`config.mk`:
```
export PLATFORM = sky130hd
export DESIGN_NAME = matrix_stream_tx
export DESIGN_NICKNAME = d
export VERILOG_FILES = /design/src/rtl/matrix_stream_tx.sv
export SDC_FILE = /design/constraint.sdc
export NUM_CORES = 1
export LEC_CHECK = 0
export CAP_MARGIN = 20
export CORE_AREA = 2 2 172 174
export DETAILED_ROUTE_END_ITERATION = 7
export DIE_AREA = 0 0 174 176
export GPL_TIMING_DRIVEN = 0
export HOLD_SLACK_MARGIN = 0.05
export MAX_ROUTING_LAYER = met4
export PLACE_DENSITY = 0.71
export SLEW_MARGIN = 20
export SYNTH_ARGS = -nofsm -noshare
export SYNTH_HDL_FRONTEND = slang
export SYNTH_SLANG_ARGS = --single-unit
```
`constraint.sdc`:
```
create_clock -name clk -period 5.4 [get_ports clk]
set_input_delay 0.81 -clock clk [delete_from_list [all_inputs] [get_ports clk]]
set_output_delay 0.81 -clock clk [all_outputs]
set_load 0.05 [all_outputs]
```
`src/rtl/matrix_stream_tx.sv`:
```
// matrix_stream_tx: captures matrix slot 0 from the unified 400-bit bus and
// streams its m x n elements in row-major order over a valid/ready handshake,
// with position and end-of-row/end-of-matrix flags and a SEND cycle counter.
module matrix_stream_tx (
  input  logic         clk,
  input  logic         reset,
  input  logic         start,
  input  logic         src_valid,
  input  logic [2:0]   src_m,
  input  logic [2:0]   src_n,
  input  logic [399:0] src_bus,
  input  logic         elem_ready,
  output logic         elem_valid,
  output logic [7:0]   elem_data,
  output logic [2:0]   elem_row,
  output logic [2:0]   elem_col,
  output logic         elem_eol,
  output logic         elem_last,
  output logic         busy,
  output logic         done,
  output logic         err,
  output logic [9:0]   cycleCount
);

  typedef enum logic [1:0] {
    IDLE = 2'd0,
    SEND = 2'd1,
    DONE = 2'd2
  } state_t;

  state_t         r_state;
  state_t         w_state_nxt;

  logic [199:0]   r_buf;
  logic [2:0]     r_m;
  logic [2:0]     r_n;
  logic [2:0]     r_row;
  logic [2:0]     r_col;
  logic [9:0]     r_cnt;
  logic           r_err;

  logic           w_req;
  logic           w_dims_ok;
  logic           w_capture;
  logic           w_send;
  logic           w_eol;
  logic           w_last;
  logic           w_hs;
  logic [4:0]     w_idx;
  logic [7:0]     w_bitpos;

  // Saturating increment for the SEND cycle counter.
  function automatic logic [9:0] sat_inc(input logic [9:0] v);
    return (v == 10'd1023) ? v : v + 10'd1;
  endfunction

  assign w_req     = start && src_valid;
  assign w_dims_ok = (src_m != 3'd0) && (src_m <= 3'd5) &&
                     (src_n != 3'd0) && (src_n <= 3'd5);
  assign w_capture = (r_state == IDLE) && w_req && w_dims_ok;
  assign w_send    = (r_state == SEND);
  assign w_eol     = (r_col == (r_n - 3'd1));
  assign w_last    = w_eol && (r_row == (r_m - 3'd1));
  assign w_hs      = w_send && elem_ready;

  // Element (r,c) lives at byte r*5+c of the 5x5 slot; max index 24 fits 5 bits.
  assign w_idx    = (5'(r_row) * 5'd5) + 5'(r_col);
  assign w_bitpos = {w_idx, 3'b000};

  // State register.
  always_ff @(posedge clk) begin
    if (reset) r_state <= IDLE;
    else       r_state <= w_state_nxt;
  end

  // Next-state decode: DONE always lasts exactly one cycle.
  always_comb begin
    w_state_nxt = r_state;
    case (r_state)
      IDLE:    if (w_capture)       w_state_nxt = SEND;
      SEND:    if (w_hs && w_last)  w_state_nxt = DONE;
      DONE:                         w_state_nxt = IDLE;
      default:                      w_state_nxt = IDLE;
    endcase
  end

  // Capture buffer/dims, walk row/col on handshakes, count SEND cycles, flag rejects.
  always_ff @(posedge clk) begin
    if (reset) begin
      r_buf <= '0;
      r_m   <= '0;
      r_n   <= '0;
      r_row <= '0;
      r_col <= '0;
      r_cnt <= '0;
      r_err <= 1'b0;
    end else begin
      r_err <= (r_state == IDLE) && w_req && !w_dims_ok;
      if (w_capture) begin
        r_buf <= src_bus[199:0];
        r_m   <= src_m;
        r_n   <= src_n;
        r_row <= '0;
        r_col <= '0;
        r_cnt <= '0;
      end else if (w_send) begin
        r_cnt <= sat_inc(r_cnt);
        if (elem_ready) begin
          if (w_eol) begin
            r_col <= '0;
            r_row <= r_row + 3'd1;
          end else begin
            r_col <= r_col + 3'd1;
          end
        end
      end
    end
  end

  // Element outputs are only meaningful in SEND; zero elsewhere keeps idle outputs quiet.
  assign elem_valid = w_send;
  assign elem_data  = w_send ? r_buf[w_bitpos +: 8] : 8'd0;
  assign elem_row   = w_send ? r_row : 3'd0;
  assign elem_col   = w_send ? r_col : 3'd0;
  assign elem_eol   = w_send && w_eol;
  assign elem_last  = w_send && w_last;
  assign busy       = (r_state == SEND) || (r_state == DONE);
  assign done       = (r_state == DONE);
  assign err        = r_err;
  assign cycleCount = r_cnt;

endmodule

```
# Yosys cells after proc, flatten, opt, wreduce, memory -nomap -nowiden
# Cells that the tools add are included.
word_totals:
  reg_bits: 225
  latch_bits: 0
  ramBits: 0
  romBits: 0
  out_inout_bits: 30
  word_cells: 55
  n_memories: 0
op_classes:
  add_sub_neg: 6
  multipliers: 1
  n_div: 0
  n_lt_le_gt_ge: 2
  n_eq_ne: 7
  shifts: 1
  mux: 7
  n_bitwise: 1
  reduce_logical: 22
ops:
  columns: ["cell", "count"]
  rows:
  - ["200-bit by 9-bit indexed part select with 8-bit output", 1]
  - ["1-bit logical AND", 12]
  - ["10-bit by 1-bit adder with 10-bit output, second input constant", 1]
  - ["10-bit equality test, second input constant", 1]
  - ["3-bit 2-to-1 mux", 3]
  - ["8-bit 2-to-1 mux", 1]
  - ["3-bit by 1-bit adder with 3-bit output, second input constant", 2]
  - ["3-bit equality test", 2]
  - ["3-bit less-or-equal comparator, second input constant", 2]
  - ["2-bit AND reduction", 3]
  - ["3-bit nonzero test", 2]
  - ["3-bit by 1-bit subtractor with 3-bit output, second input constant", 2]
  - ["5-bit by 3-bit adder with 5-bit output", 1]
  - ["3-bit by 3-bit multiplier with 5-bit output, second input constant", 1]
  - ["2-bit 2-to-1 mux", 2]
  - ["2-bit case mux with 2 select lines", 1]
  - ["3-bit AND reduction", 1]
  - ["2-bit by 1-bit equality test with 1-bit output, second input constant", 1]
  - ["2-bit equality test, second input constant", 1]
  - ["2-bit logical NOT", 1]
  - ["2-bit by 1-bit != test with 1-bit output, second input constant", 1]
  - ["2-bit != test, second input constant", 1]
  - ["2-bit OR reduction", 1]
  - ["1-bit logical NOT", 1]
  - ["2 further kinds", 2]

# Longest topological paths before layout
logic_depth:
  ltp_word: 7
  mapped_depth: 9

# Least setup slack after synthesis
# OpenSTA, ideal clock, no wires.
synth_timing:
  path_kind: "register -> output"
  start: "register r_row[0]"
  end: "output elem_data[0]"
  arrival_ns: 3.546
  t_required_ns: 4.590
  slack_ns: 1.044
  stages_incl_launch_ff: 9
  path_cell_list: "dfxtp_1 > ha_1 > ha_1 > fa_1 > xnor2_2 > nor2b_1 > buf_1 > a221oi_1 > a211oi_1"
synth_between:
  elab_chain_len: 4
synth_lines:
  columns: ["element", "line", "text"]
  rows:
  - ["start: declaration", "37", "logic [2:0] r_row;"]
  - ["start signal: assignment", "111", "r_row <= r_row + 3'd1;"]
  - ["3-bit by 3-bit multiplier with 5-bit output", "67", "assign w_idx = (5'(r_row) * 5'd5) + 5'(r_col);"]
  - ["5-bit by 3-bit adder with 5-bit output", "67", null]
  - ["200-bit by 9-bit indexed part select with 8-bit output", "122", "assign elem_data = w_send ? r_buf[w_bitpos +: 8] : 8'd0;"]
  - ["8-bit 2-to-1 mux", "122", null]
  - ["end: declaration", "14", "output logic [7:0] elem_data,"]
# Every way passes these cells.

# Worst setup path in the final report
layout_timing:
  start: "register r_row[0]"
  end: "output elem_data[2]"
# Same word-level chain as after synthesis.

==> impl_metrics.toml <==
[status]
status = "completed"

[routing]
vias = 9424
post_drt_via_cell_ratio = 5.105
totalWireLength_um = 33380
drtAntennaViolNets = 0
drt_iter0_drc = 669
first_pass_iters = 6
drc = 0
avgRoutedWirePerCell_um = 18.08

[synth]
muxShareOfSynthArea_pct = 13.43
syn_inst = 1179
ys_seq_area_share_pct = 43.80
ys.flop_type = "dfxtp_1"
ys_ff_latch = 225
synth_top_family_by_area = "simple AND/OR/NAND/NOR gates"
synth_top_cell_by_area = "dfxtp_1"
synth_area_per_cell_um2 = 8.723
async_flop_share_pct = 0
yosysWarnings = 0
synth_top_area_share_pct = 43.80
synth-xor-area-share_pct = 1.302
syn_nets = 1607
yosys.area_share.simple_pct = 20.29
ys_types = 48
syn-cell-area_mm2 = 0.01028
yosys-top-cells-count = "nand2_1 (419), dfxtp_1 (225), a21oi_1 (216)"
synth_area_leaders = "dfxtp_1 (44%), nand2_1 (15%), a21oi_1 (11%), mux4_2 (5.9%), mux4_1 (5.4%)"
synth_compound_area_share_pct = 13.55
yosysMostFrequentCell = "nand2_1"
synth_edf_count = 0
synthAdderAreaFrac_pct = 2.141

[placement]
gp_congestion = 0.9159
port_buffers = 239
dpl.hpwl_um = 25890
place_inst = 1802
dpl_cell_area_mm2 = 0.01316
dpl_worst_slack_ns = 0.4061

[critical_path]
critical_path_arrival_ns = 4.34
end_kind = "output pin"
cp_max_fo = 10
crit_type = "register to output pin"
cp.required_ns = 4.59
cp-start-kind = "register"

[cts]
cts_tree = "built"
clkSinkCount = 225
clock_latency_ns = 0.52
h-tree-depth = 1
clockBufferDepth = 3
clockRootBuffer = "clkbuf_16"
clkTransAtPathRegs_ns = 0.06
cts_buffers = 24

[floorplanning]
die_area_mm2 = 0.03062
core_mm2 = 0.02855
initial_core_util_pct = 36.03
rows = 62
die_y_um = 176
die_x_um = 174
io_pins = 441

[timing]
maxSlewViolCount = 0
tightest_slew_ns = 0.8250
relSlewSlack_pct = 44.40
hold_violations = 0
fin_skew_ns = 0.01054
tns_ns = 0
setup_viol = 0
period_needed_ns = 5.149
setup_ws_ns = 0.2506
holdWs_ns = 0.4517
fin_crit_sh_pct = 95.36
clock.fmax_ghz = 0.1942
grt_setup_unrepaired = "false"

[power_and_ir_drop]
p_leak_nw = 4.987
p_total_mw = 3.857
powerDensity_mw_per_mm2 = 276.4
vdd_drop_max_v = 0.0001865

[finish]
fin_util_pct = 48.88
fin_cells = 1846
fin_nets = 1872
drive_above_1_share_pct = 9.459
stdcell_area_mm2 = 0.01395
area_growth_pct = 35.68

[flow_run]
cap_violations = 0

[worst_hold_path]
min_path_type = "register to register"

[grt]
grt_pass1_wl_um = 50270
grt-ovfl-total = 0
grt_pass1_vias = 9020
grt_start_max_net_pins = 15
antenna_found_initial = 2
track_usage_pct = 21.73
==> flip-flops by register name, summed over array words and instances (netlist names) <==
register    flops
cycleCount     10
r_m             3
r_row           3
r_col           3
r_state         2
r_buf         200
err             1
r_n             3
==> cell type report <==
type | count | area, um2
fillers | 2749 | 14590
multi-input cells | 849 | 5228
flip-flops and latches | 225 | 4504
repair buffers | 239 | 2382
clock buffers | 29 | 639.4
plain buffers | 94 | 523.0
well taps | 384 | 480.5
clock inverters | 12 | 148.9
inverters | 11 | 41.29
diodes | 3 | 7.507
==> power breakdown <==
part / internal, mW / switching, mW / leakage [nW] / total, mW
registers: 1.72 / 0.0334 / 1.82 / 1.75
logic: 0.237 / 0.213 / 2.77 / 0.451
clock network: 0.985 / 0.669 / 0.391 / 1.65
==> metal layers <==
layer | vias up | wire length (um) | track usage [%] | part of all wire [%]
met4 | 0 | 923 | 6.583 | 2.8
met1 | 4357 | 15380 | 30.06 | 46
met3 | 53 | 2407 | 3.273 | 7.2
met2 | 401 | 14670 | 32.98 | 44
li1 | 4613 | - | - | -
met5 | - | 0 | - | 0
==> timing repair <==
action | in CTS | in global routing
setup buffers | 0 | 0
gates cloned | 0 | 0
pin swaps | 0 | 0
resized for setup | 8 | 1
setup endpoints to repair | 8 | 2
hold buffers | 0 | 0
==> layout by cell type (no fill, tap or decap), types with 11 or more instances in the layout <==
| cell type | count |
|---|---|
| a21oi_1 | 216 |
| nor3_1 | 11 |
| ha_1 | 16 |
| mux2_2 | 17 |
| clkbuf_16 | 24 |
| mux4_2 | 27 |
| buf_6 | 17 |
| dfxtp_1 | 225 |
| mux4_1 | 21 |
| a211oi_1 | 11 |
| buf_2 | 31 |
| nand2_1 | 419 |
| and3_1 | 13 |
| clkbuf_1 | 42 |
| clkdlybuf4s50_1 | 231 |
| inv_1 | 11 |
==> critical path: stages (launching register included) <==
cell and delay, ns:
dfxtp_1 0.49, ha_1 0.29, ha_1 0.32, fa_1 0.52
xnor2_4 0.36, clkbuf_1 0.42, and3_1 0.23, a221oi_1 0.08
a211oi_1 0.51, dlygate4sd2_1 0.59
==> path summary, 6_finish.rpt <==
kind / startpoint / endpoint / slack [ns] / cells after the start
max: r_row[0]$_SDFFE_PP0P_ / elem_data[2] / 0.25 / 9
min: r_buf[164]$_SDFFE_PP0P_ / r_buf[164]$_SDFFE_PP0P_ / 0.45 / 2
max reg2reg: r_state[0]$_SDFFE_PP0P_ / r_buf[81]$_SDFFE_PP0P_ / 3.00 / 9
min reg2reg: r_buf[164]$_SDFFE_PP0P_ / r_buf[164]$_SDFFE_PP0P_ / 0.45 / 2
==> kinds of logic (layout without fill, tap and decap cells) <==
logic type               count (synthesis)  in the layout
XOR/XNOR                                11             11
adder cells (fa/ha/maj)                 17             17
other                                    0              3
buffers and inverters                  105            385
AO/OA/AOI/OAI                          254            254
flip-flops                             225            225
AND/OR/NAND/NOR                        499            499
multiplexers                            68             68
No activity file was read; power rests on OpenSTA's default activity.
==> RTL change (config.mk and constraints unchanged) <==
Make the reset (`reset`) asynchronous in 2 clocked blocks.
--- a/src/rtl/matrix_stream_tx.sv
+++ b/src/rtl/matrix_stream_tx.sv
@@ -68,7 +68,7 @@
   assign w_bitpos = {w_idx, 3'b000};
 
   // State register.
-  always_ff @(posedge clk) begin
+  always_ff @(posedge clk or posedge reset) begin
     if (reset) r_state <= IDLE;
     else       r_state <= w_state_nxt;
   end
@@ -85,7 +85,7 @@
   end
 
   // Capture buffer/dims, walk row/col on handshakes, count SEND cycles, flag rejects.
-  always_ff @(posedge clk) begin
+  always_ff @(posedge clk or posedge reset) begin
     if (reset) begin
       r_buf <= '0;
       r_m   <= '0;
Function: differs if reset is asserted again (counterexample within 4 cycles, from zero or initial values and one cycle with reset high); with reset held inactive, the same outputs for 4 cycles.
==> RTL change against the unedited design <==
First-iteration DRC count grew 18%. Area after synthesis rose by 6.3%. Cell area up 5.8%. Setup slack got worse by 130 ps. Sequential cell count stayed put. Wire length rose by 1.9%. Die area is the same. Largest cell class is now flip-flops and latches.
Power is not compared: it rests on default switching activity, and its combinational part moved more than twofold at a synthesized area within 25%.
==> RTL change: results (changes against the unedited design) <==
| Metric | Value |
|---|---|
| Via Count | `9400 (-0.25%)` |
| Inverters | `12 (+1)` |
| Status | `finished clean` |
| Post-Syn Area | `10900 um^2 (+6.3%)` |
| Async set-reset flop share out of synthesis | `1.00 (+1.00)` |
| Synthesized instance count | `1171 (-0.68%)` |
| Dpl cell area | `14000 um^2 (+6.1%)` |
| Initial drt markers | `787 (+18%)` |
| Portion of the layout cell area used by clock cells | `0.0539 (-0.00258)` |
| Worst Hold Endpoint | `r_buf[58]$_DFFE_PP0N_` |
| Worst reg2reg path endpoint | `r_buf[34]$_DFFE_PP0N_` |
| Critical path launch point | `r_row[0]$_DFFE_PP0P_` |
| Total CTS buffers | `25 (+4.2%)` |
| Multi-input logic portion of the cell area | `0.334 (-0.0404)` |
| Total Routing Usage GR | `0.231 (+0.0138)` |
| Clock Skew | `10.6 ps (+0.0636 ps)` |
| Rel. slew slack | `0.411 (-0.0331)` |
| Largest net degree at the start of global routing | `36 (+21)` |
| Post-synth top flop | `dfrtp_1` |
| Routability cong. | `0.902 (-1.5%)` |
| Synth cell count leaders | `605 x nand2_1, 225 x dfrtp_1, 49 x buf_2, 39 x mux2i_1, 34 x mux4_2` |
| Clock buf count | `36 (+24%)` |
| Layout cells sized above 1 | `0.103 (+0.00801)` |
| Netlist cell types | `50 (+4.2%)` |
| Reg-to-reg setup timing slack | `2860 ps (-140 ps)` |
| Min-Delay Startpoint | `r_buf[58]$_DFFE_PP0N_` |
| WHS | `471 ps (+19.6 ps)` |
| Worst Setup EP | `elem_data[3]` |
| Vias in the first global route | `9850 (+9.2%)` |
| First-pass GRT wire length | `53400 um (+6.1%)` |
| Bufs w/o clock | `316 (-5.1%)` |
| Pre-CTS setup slack | `196 ps (-210 ps)` |
| Seq/Total Area, Yosys | `0.515 (+0.0772)` |
| Period utilization | `0.978 (+0.0243)` |
| Net count after synthesis | `1600 (-0.44%)` |
| Seq area share | `0.381 (+0.0586)` |
| Layout Nets | `1874 (+0.11%)` |
| Met2 wire length | `15900 um (+8.4%)` |
| Final instance area | `14800 um^2 (+5.8%)` |
| Ant diodes | `1 (-2)` |
| Critical path's slowest cell | `fa_1` |
| Worst r2r src | `r_state[0]$_DFFE_PP0P_` |
| XOR/XNOR Fraction of Synth Area | `0.0139 (+0.000835)` |
| Multi-input gates | `865 (+1.9%)` |
| Met3 WL | `2070 um (-14%)` |
| Buffering overhead | `0.195 (-0.0137)` |
| Mux contribution to synthesized area | `0.121 (-0.0131)` |
| Synth Area in Compound Gates | `0.0446 (-0.0909)` |
| Max incr delay on CP | `500 ps (-90 ps)` |
| Reg2reg path depth | `8 (-1)` |
| Filler instances | `2668 (-2.9%)` |
| Synth area leaders | `dfrtp_1 52%, nand2_1 21%, mux4_2 7.0%` |
==> RTL change: cell count changes in the layout (fill, tap and decap cells not counted), sizes merged, moves of 9 or more <==
cell	change
a21oi	-203
nor4b	-9
dfrtp	+225
mux4	-14
dfxtp	-225
a22oi	+16
clkbuf	-15
nand2	+186
mux2i	+36
==> RTL change: power groups by stage <==
stage                     Combinational [mW]  Clock (mW)  Sequential [mW]
after floorplan                         3.36           0             3.00
after global placement                  4.93           0             3.01
after detailed placement                5.02           0             3.06
after CTS                               5.00        1.69             3.04
after global routing                    5.41        1.76             3.14
final                                   4.98        1.67             3.05
==> RTL change: metal layers <==
| layer | global-route usage | vias up |
|---|---|---|
| li1 | - | 4399 |
| met1 | 0.307 | 4551 |
| met2 | 0.371 | 391 |
| met3 | 0.0306 | 59 |
| met4 | 0.0756 | 0 |
| met5 | - | - |
